### src/rtl/shift_reg_univ.sv
// Universal shift register: shift/rotate/load with a counted burst engine.
// Ports: clk, rst (async low), en, mode, sin_l, sin_r, pdata, start, nshift -> q, sout, busy, done.
module shift_reg_univ #(
  parameter int WIDTH = 4,
  parameter int CNT_W = $clog2(WIDTH+1)
) (
  input  logic             clk,
  input  logic             rst,
  input  logic             en,
  input  logic [2:0]       mode,
  input  logic             sin_l,
  input  logic             sin_r,
  input  logic [WIDTH-1:0] pdata,
  input  logic             start,
  input  logic [CNT_W-1:0] nshift,
  output logic [WIDTH-1:0] q,
  output logic             sout,
  output logic             busy,
  output logic             done
);

  localparam logic [2:0] M_HOLD = 3'b000;
  localparam logic [2:0] M_SHL  = 3'b001;
  localparam logic [2:0] M_SHR  = 3'b010;
  localparam logic [2:0] M_LD   = 3'b011;
  localparam logic [2:0] M_ROL  = 3'b100;
  localparam logic [2:0] M_ROR  = 3'b101;

  localparam logic [CNT_W-1:0] C_ONE = CNT_W'(1);
  localparam logic [CNT_W-1:0] C_MAX = CNT_W'(WIDTH);

  typedef enum logic {IDLE, BUSY} state_t;

  state_t           state, state_d;
  logic [CNT_W-1:0] count, count_d, nsat;
  logic [2:0]       mode_r, mode_d, op;
  logic [WIDTH-1:0] q_d;
  logic             sout_d, done_d;
  logic             burst_mode;

  assign burst_mode = (mode == M_SHL) || (mode == M_SHR) ||
                      (mode == M_ROL) || (mode == M_ROR);

  assign nsat = (nshift > C_MAX) ? C_MAX : nshift;

  assign busy = (state == BUSY);

  // Control: picks the operation executed this edge and
  // sequences the burst counter.
  always_comb begin
    state_d = state;
    count_d = count;
    mode_d  = mode_r;
    done_d  = 1'b0;
    op      = M_HOLD;
    if (en) begin
      unique case (state)
        IDLE: begin
          if (start && burst_mode) begin
            mode_d  = mode;
            count_d = nsat;
            if (nsat != '0) begin
              // first shift of the burst happens on the start edge
              op      = mode;
              count_d = nsat - C_ONE;
              if (nsat == C_ONE) done_d = 1'b1;
              else               state_d = BUSY;
            end else begin
              done_d = 1'b1;
            end
          end else begin
            op = mode;
          end
        end
        BUSY: begin
          op      = mode_r;
          count_d = count - C_ONE;
          if (count == C_ONE) begin
            done_d  = 1'b1;
            state_d = IDLE;
          end
        end
        default: ;
      endcase
    end
  end

  // Datapath
  always_comb begin
    q_d    = q;
    sout_d = sout;
    unique case (1'b1)
      (op == M_SHL): begin
        q_d    = {q[WIDTH-2:0], sin_l};
        sout_d = q[WIDTH-1];
      end
      (op == M_SHR): begin
        q_d    = {sin_r, q[WIDTH-1:1]};
        sout_d = q[0];
      end
      (op == M_ROL): begin
        q_d    = {q[WIDTH-2:0], q[WIDTH-1]};
        sout_d = q[WIDTH-1];
      end
      (op == M_ROR): begin
        q_d    = {q[0], q[WIDTH-1:1]};
        sout_d = q[0];
      end
      (op == M_LD): q_d = pdata;
      default: ;
    endcase
  end

  always_ff @(posedge clk or negedge rst) begin
    if (!rst) begin
      q      <= '0;
      sout   <= 1'b0;
      done   <= 1'b0;
      count  <= '0;
      mode_r <= M_HOLD;
      state  <= IDLE;
    end else begin
      q      <= q_d;
      sout   <= sout_d;
      done   <= done_d;
      count  <= count_d;
      mode_r <= mode_d;
      state  <= state_d;
    end
  end

endmodule
### config.mk
export PLATFORM = sky130hd
export DESIGN_NAME = shift_reg_univ
export DESIGN_NICKNAME = d
export VERILOG_FILES = /design/src/rtl/shift_reg_univ.sv
export SDC_FILE = /design/constraint.sdc
export NUM_CORES = 1
export LEC_CHECK = 0
export BUFFER_PORTS_ARGS = -buffer_cell sky130_fd_sc_hd__buf_2
export CORE_UTILIZATION = 57
export DETAILED_ROUTE_END_ITERATION = 8
export PLACE_DENSITY = 0.83
export SYNTH_ARGS = -nofsm -noshare
export SYNTH_HDL_FRONTEND = slang
export SYNTH_SLANG_ARGS = --single-unit
### constraint.sdc
create_clock -name clk -period 5.7 [get_ports clk]
set_input_delay 1.14 -clock clk [delete_from_list [all_inputs] [get_ports clk]]
set_output_delay 1.14 -clock clk [all_outputs]
set_load 0.01 [all_outputs]
# == Word level (Yosys, flattened, before mapping) ==
# Index checks and enable logic that the tools add are counted.
# word_totals
register_bits,13
out_inout_bits,7
# op_classes
addsub,2
order_cmp,1
eq_ne,12
n_mux,21
n_bitwise,1
n_reduce_logical,11
# op_table
operator,n
$pmux 4 s5,1
$mux 3,6
$eq 3x1->1 const B,4
$eq 3x3->1 const B,4
$pmux 3 s2,2
$eq 3x2->1 const B,3
$mux 1,9
$pmux 1 s2,3
$sub 3x1->3 const B,2
$reduce_bool 5->1,1
$reduce_or 2->1,2
$gt 3x3->1 const B,1
$logic_or 1x1->1,3
$reduce_and 3->1,1
$reduce_bool 3->1,1
$ne 2x2->1 const B,1
$reduce_and 2->1,1
$reduce_bool 2->1,1
$logic_and 1x1->1,1
$not 1->1,1

# == Depth between registers and ports, before layout ==
# depth
word_depth,11
mapped_depth,9
mapped_depth_nobuf,9

# == Worst setup path before layout ==
# OpenSTA, ideal clock, no wires.
# synth_path
path_kind,input port to flip-flop
start,in nshift[2]
end,reg q[3]
setup_time_ns,0.126
t_arrival_ns,3.009
setup_slack_ns,2.565
stages,9
n_path_buf,0
path_cell_list,inv_1 -> nand2_1 -> ha_1 -> ha_1 -> and3b_4 -> o31ai_4 -> mux2i_1 -> a21oi_1 -> o32a_1
# synth_between
elab_chain_len,9
word_cells_on_any_way,14
classes_between,order compare (1); eq/ne (5); mux (6); reduce/logical (2)
# synth_rtl
item,line,source
start: declaration,15,"input logic [CNT_W-1:0] nshift,"
$gt 3x3->1,44,assign nsat = (nshift > C_MAX) ? C_MAX : nshift;
$mux 3 (*),44,
$reduce_bool 3->1 (*),62,if (nsat != '0) begin
$mux 3 (*),62,
$mux 3 (*),59,if (start && burst_mode) begin
$pmux 3 s2 (*),57,unique case (state)
$mux 3 (*),56,if (en) begin
$eq 3x2->1 (tied with other cells),109,(op == M_LD): q_d = pdata;
$pmux 4 s5 / $reduce_bool 5->1 (equally long branches),--,
end signal: assignment,123,q <= q_d;
end: declaration,16,"output logic [WIDTH-1:0] q,"
# Every way passes the cells marked *; elsewhere a longest branch is shown, timed or not.
# A chain may end at the register's enable or synchronous reset.

# == Worst setup path in the final report ==
# Ends and elaborated chain as after synthesis.

==> flow_metrics.py <==
metrics = {
    "die": {
        "ios": 23,
        "floorplan.initialDensity_pct": 61.0,
        "std_cell_rows": 15,
        "fp.dieArea_um2": 2020,
        "core-area_um2": 1730,
        "chipHeight_um": 45.0,
        "dieWidth_um": 45.0,
    },
    "yosys": {
        "yosysWarnings": 0,
        "synth_seq_area_share_pct": 30.9,
        "synth_top_family_by_area": "compound AO/OA/AOI/OAI gates",
        "synth_cells": 113,
        "synth_top_area_share_pct": 30.9,
        "asyncSetResetFlopFracSynth_pct": 100,
        "synth-edff-count": 0,
        "post_synth_mux_area_share_pct": 7.96,
        "synth_top_area_cell": "sky130_fd_sc_hd__dfrtp_1",
        "yosys.area_share.xor_xnor_pct": 0.831,
        "synthesis.area_um2": 1050,
        "synth_fa_ha_area_share_pct": 5.94,
        "netlist-cell-type-count": 44,
        "ys_top_cells_by_area": "sky130_fd_sc_hd__dfrtp_1 31%, sky130_fd_sc_hd__ha_1 5.9%, sky130_fd_sc_hd__mux2i_1 4.8%",
        "main_synth_ff_type": "sky130_fd_sc_hd__dfrtp_1",
        "synth_compound_gate_area_share_pct": 28.9,
        "synth_area_per_cell_um2": 9.32,
        "post_synth_and_or_nand_nor_area_fraction_pct": 20.9,
        "synth-seq-cells": 13,
        "synth_nets": 134,
    },
    "power_and_ir_drop": {
        "ir_worst_vdd_uv": 348,
        "power-per-cell-area_nw_per_um2": 452,
        "power.leakage_nw": 0.541,
    },
    "worst_hold_path": {
        "hold-path-endpoint": "count[1]",
        "number_of_stages_on_the_worst_hold_path": 2,
        "hp-class": "reg2reg",
        "holdCritStartpoint": "count[1]",
    },
    "sta": {
        "tightest_slew_ps": 758,
        "timing.fmax_mhz": 308,
        "fin_skew_ps": 9.29,
        "finalSetupViolCount": 0,
        "fin_crit_sh_pct": 56.9,
        "final.hold.worst_slack_ps": 488,
        "timing.max_slew.rel_slack_pct": 49.5,
        "rsz0062_at_grt": "no",
        "hold_violations": 0,
        "drv_slew": 0,
        "final.setup.tns_ps": 0,
        "fin_crit_ps": 3240,
    },
    "run": {
        "drv_cap": 0,
    },
    "global_routing": {
        "gr-usage-all-layers_pct": 23.3,
        "grt_first_pass_wirelength_mm": 3.45,
        "grt_overflow": 0,
        "pin_count_of_the_biggest_net_entering_global_routing": 25,
        "first_global_vias": 800,
        "grt_antenna_before_repair": 0,
    },
    "critical_path": {
        "setup.worst_path.end_class": "flop",
        "cp_data_arrival_time_ps": 3390,
        "regToRegEndpoint": "sout",
        "worst_r2r_path_depth": 5,
        "timing.reg2reg.setup_slack_ps": 3490,
        "timing.setup.critical_path_class": "in2reg",
        "crit_path_start_kind": "primary input",
        "cp_max_fo": 7,
        "r2r_start": "busy",
        "critPathRequiredTime_ps": 5850,
    },
    "placement": {
        "detailed_place_hpwl_mm": 1.77,
        "io_port_bufs": 22,
        "globalplace.congestion": 0.819,
    },
    "clock_tree": {
        "root_buffer": "sky130_fd_sc_hd__clkbuf_4",
        "cts_setup_buffers": 0,
        "worstSkewPairLatency_ps": 270,
        "cts_made_buffers": 3,
        "clock_path_buffers": 2,
        "worst_setup_hold_path_clk_slew_ps": 80,
        "cts_tree": "done",
        "holdBufCountCts": 0,
        "cts_sinks": 13,
        "post_cts.resized_instances": 0,
        "htree_levels": 1,
    },
    "cells_and_area": {
        "layout-area-overhead-vs-synth_pct": 14.1,
        "antenna-diode-count": 0,
        "regArea_um2": 325,
        "final.fill_count": 149,
        "fin_nets": 157,
        "final_layout_size_suffix_gt1_share_pct": 30.4,
        "multi_input_area_um2": 679,
    },
    "detailed_routing": {
        "total_number_of_vias": 934,
        "route.detailed.vias_per_inst": 5.84,
        "wl_mm": 2.20,
        "post-route-drc-count": 0,
        "dr.first_iter.drc_count": 18,
        "drt_pass1_iterations": 4,
        "detail-route-antenna-nets": 0,
        "wl_per_cell_um": 13.7,
    },
    "run_status": {
        "run_status": "finished, final reports clean",
    },
}
worst max-delay path by stage:
stage | start | to | depth (start not counted)
6_report | nshift[2] | q[3] | 10
5_1_grt | nshift[2] | q[3] | 10
4_1_cts | nshift[2] | q[3] | 10
3_5_place_dp | nshift[2] | q[3] | 10
3_3_place_gp | nshift[2] | q[3] | 10
2_1_floorplan | nshift[2] | q[3] | 9
cell usage in the layout, fill, tap and decap left out, types with 5 or more instances in the layout:
| cell type | instances |
|---|---|
| sky130_fd_sc_hd__buf_2 | 22 |
| sky130_fd_sc_hd__dfrtp_1 | 13 |
| sky130_fd_sc_hd__nand2_1 | 12 |
| sky130_fd_sc_hd__o21ai_0 | 9 |
| sky130_fd_sc_hd__inv_1 | 7 |
| sky130_fd_sc_hd__mux2i_1 | 5 |
| sky130_fd_sc_hd__ha_1 | 5 |
critical path, cell delays in order:
cell	delay, ps
sky130_fd_sc_hd__buf_2	120
sky130_fd_sc_hd__inv_1	90
sky130_fd_sc_hd__nand2_1	90
sky130_fd_sc_hd__ha_1	220
sky130_fd_sc_hd__ha_1	260
sky130_fd_sc_hd__and3b_4	240
sky130_fd_sc_hd__o31ai_4	350
sky130_fd_sc_hd__mux2i_1	450
sky130_fd_sc_hd__a21oi_1	120
sky130_fd_sc_hd__o32a_1	300
synth_stat cells (2+ instances only):
| library cell | number |
|---|---|
| sky130_fd_sc_hd__clkbuf_1 | 3 |
| sky130_fd_sc_hd__nor2_1 | 2 |
| sky130_fd_sc_hd__o21a_1 | 2 |
| sky130_fd_sc_hd__a32o_1 | 2 |
| sky130_fd_sc_hd__nor3_1 | 3 |
| sky130_fd_sc_hd__a22oi_1 | 3 |
| sky130_fd_sc_hd__inv_1 | 7 |
| sky130_fd_sc_hd__or2_2 | 3 |
| sky130_fd_sc_hd__a21oi_1 | 3 |
| sky130_fd_sc_hd__nor3b_1 | 2 |
| sky130_fd_sc_hd__o22a_1 | 2 |
| sky130_fd_sc_hd__ha_1 | 5 |
| sky130_fd_sc_hd__o21ai_1 | 3 |
| sky130_fd_sc_hd__dfrtp_1 | 13 |
| sky130_fd_sc_hd__nor2b_1 | 3 |
| sky130_fd_sc_hd__o22ai_1 | 3 |
| sky130_fd_sc_hd__mux2i_1 | 5 |
| sky130_fd_sc_hd__o21ai_0 | 9 |
| sky130_fd_sc_hd__a31oi_1 | 3 |
| sky130_fd_sc_hd__nand2_1 | 12 |
| sky130_fd_sc_hd__mux2_2 | 2 |
through the flow:
stage	total power (W)	utilization [%]	area (um^2)	std cells	worst slack [ps]
after floorplan	0.000417	-	1050	113	2560
after global placement	0.000479	68.1	1180	156	2280
after detailed placement	0.000491	68.1	1180	156	2180
after CTS	0.000546	69.6	1200	160	2470
after global routing	0.000587	69.6	1200	160	2310
final	0.000544	69.6	1200	160	2460
where the power goes:
group	switching [W]	internal, W	leakage [nW]
sequential	0.0000645	0.000136	0.154
clock	0.0000271	0.0000271	0.0150
combinational	0.000142	0.000146	0.372
total	0.000234	0.000310	0.541
state kept, by name (all words and copies together), names as in the netlist:
name	cells
busy	1
count	3
done	1
mode_r	3
q	4
sout	1
kinds of logic (layout without fill, tap and decap cells):
| group | after synthesis | count (layout) |
|---|---|---|
| compound gates | 38 | 38 |
| mux | 8 | 8 |
| simple gates | 36 | 36 |
| buf+inv | 12 | 34 |
| fa+ha+maj | 5 | 5 |
| flops | 13 | 13 |
| xor+xnor | 1 | 1 |
routing by layer:
layer  wire length [um]  up-vias  global-route usage, %
met5                  0        -                      0
met4                  0        0                   1.82
met3                 50        0                   4.80
met2               1220       15                   45.8
met1                924      456                   26.5
li1                   -      463                      -
area by class of cell:
class | count | area share, %
Multi-Input combinational cell | 88 | 56.5
Sequential cell | 13 | 27.1
Timing Repair Buffer | 22 | 9.16
Tap cell | 25 | 2.60
Inverter | 8 | 2.50
Clock buffer | 4 | 2.19
Note: power is estimated with default switching activity, not from simulation.
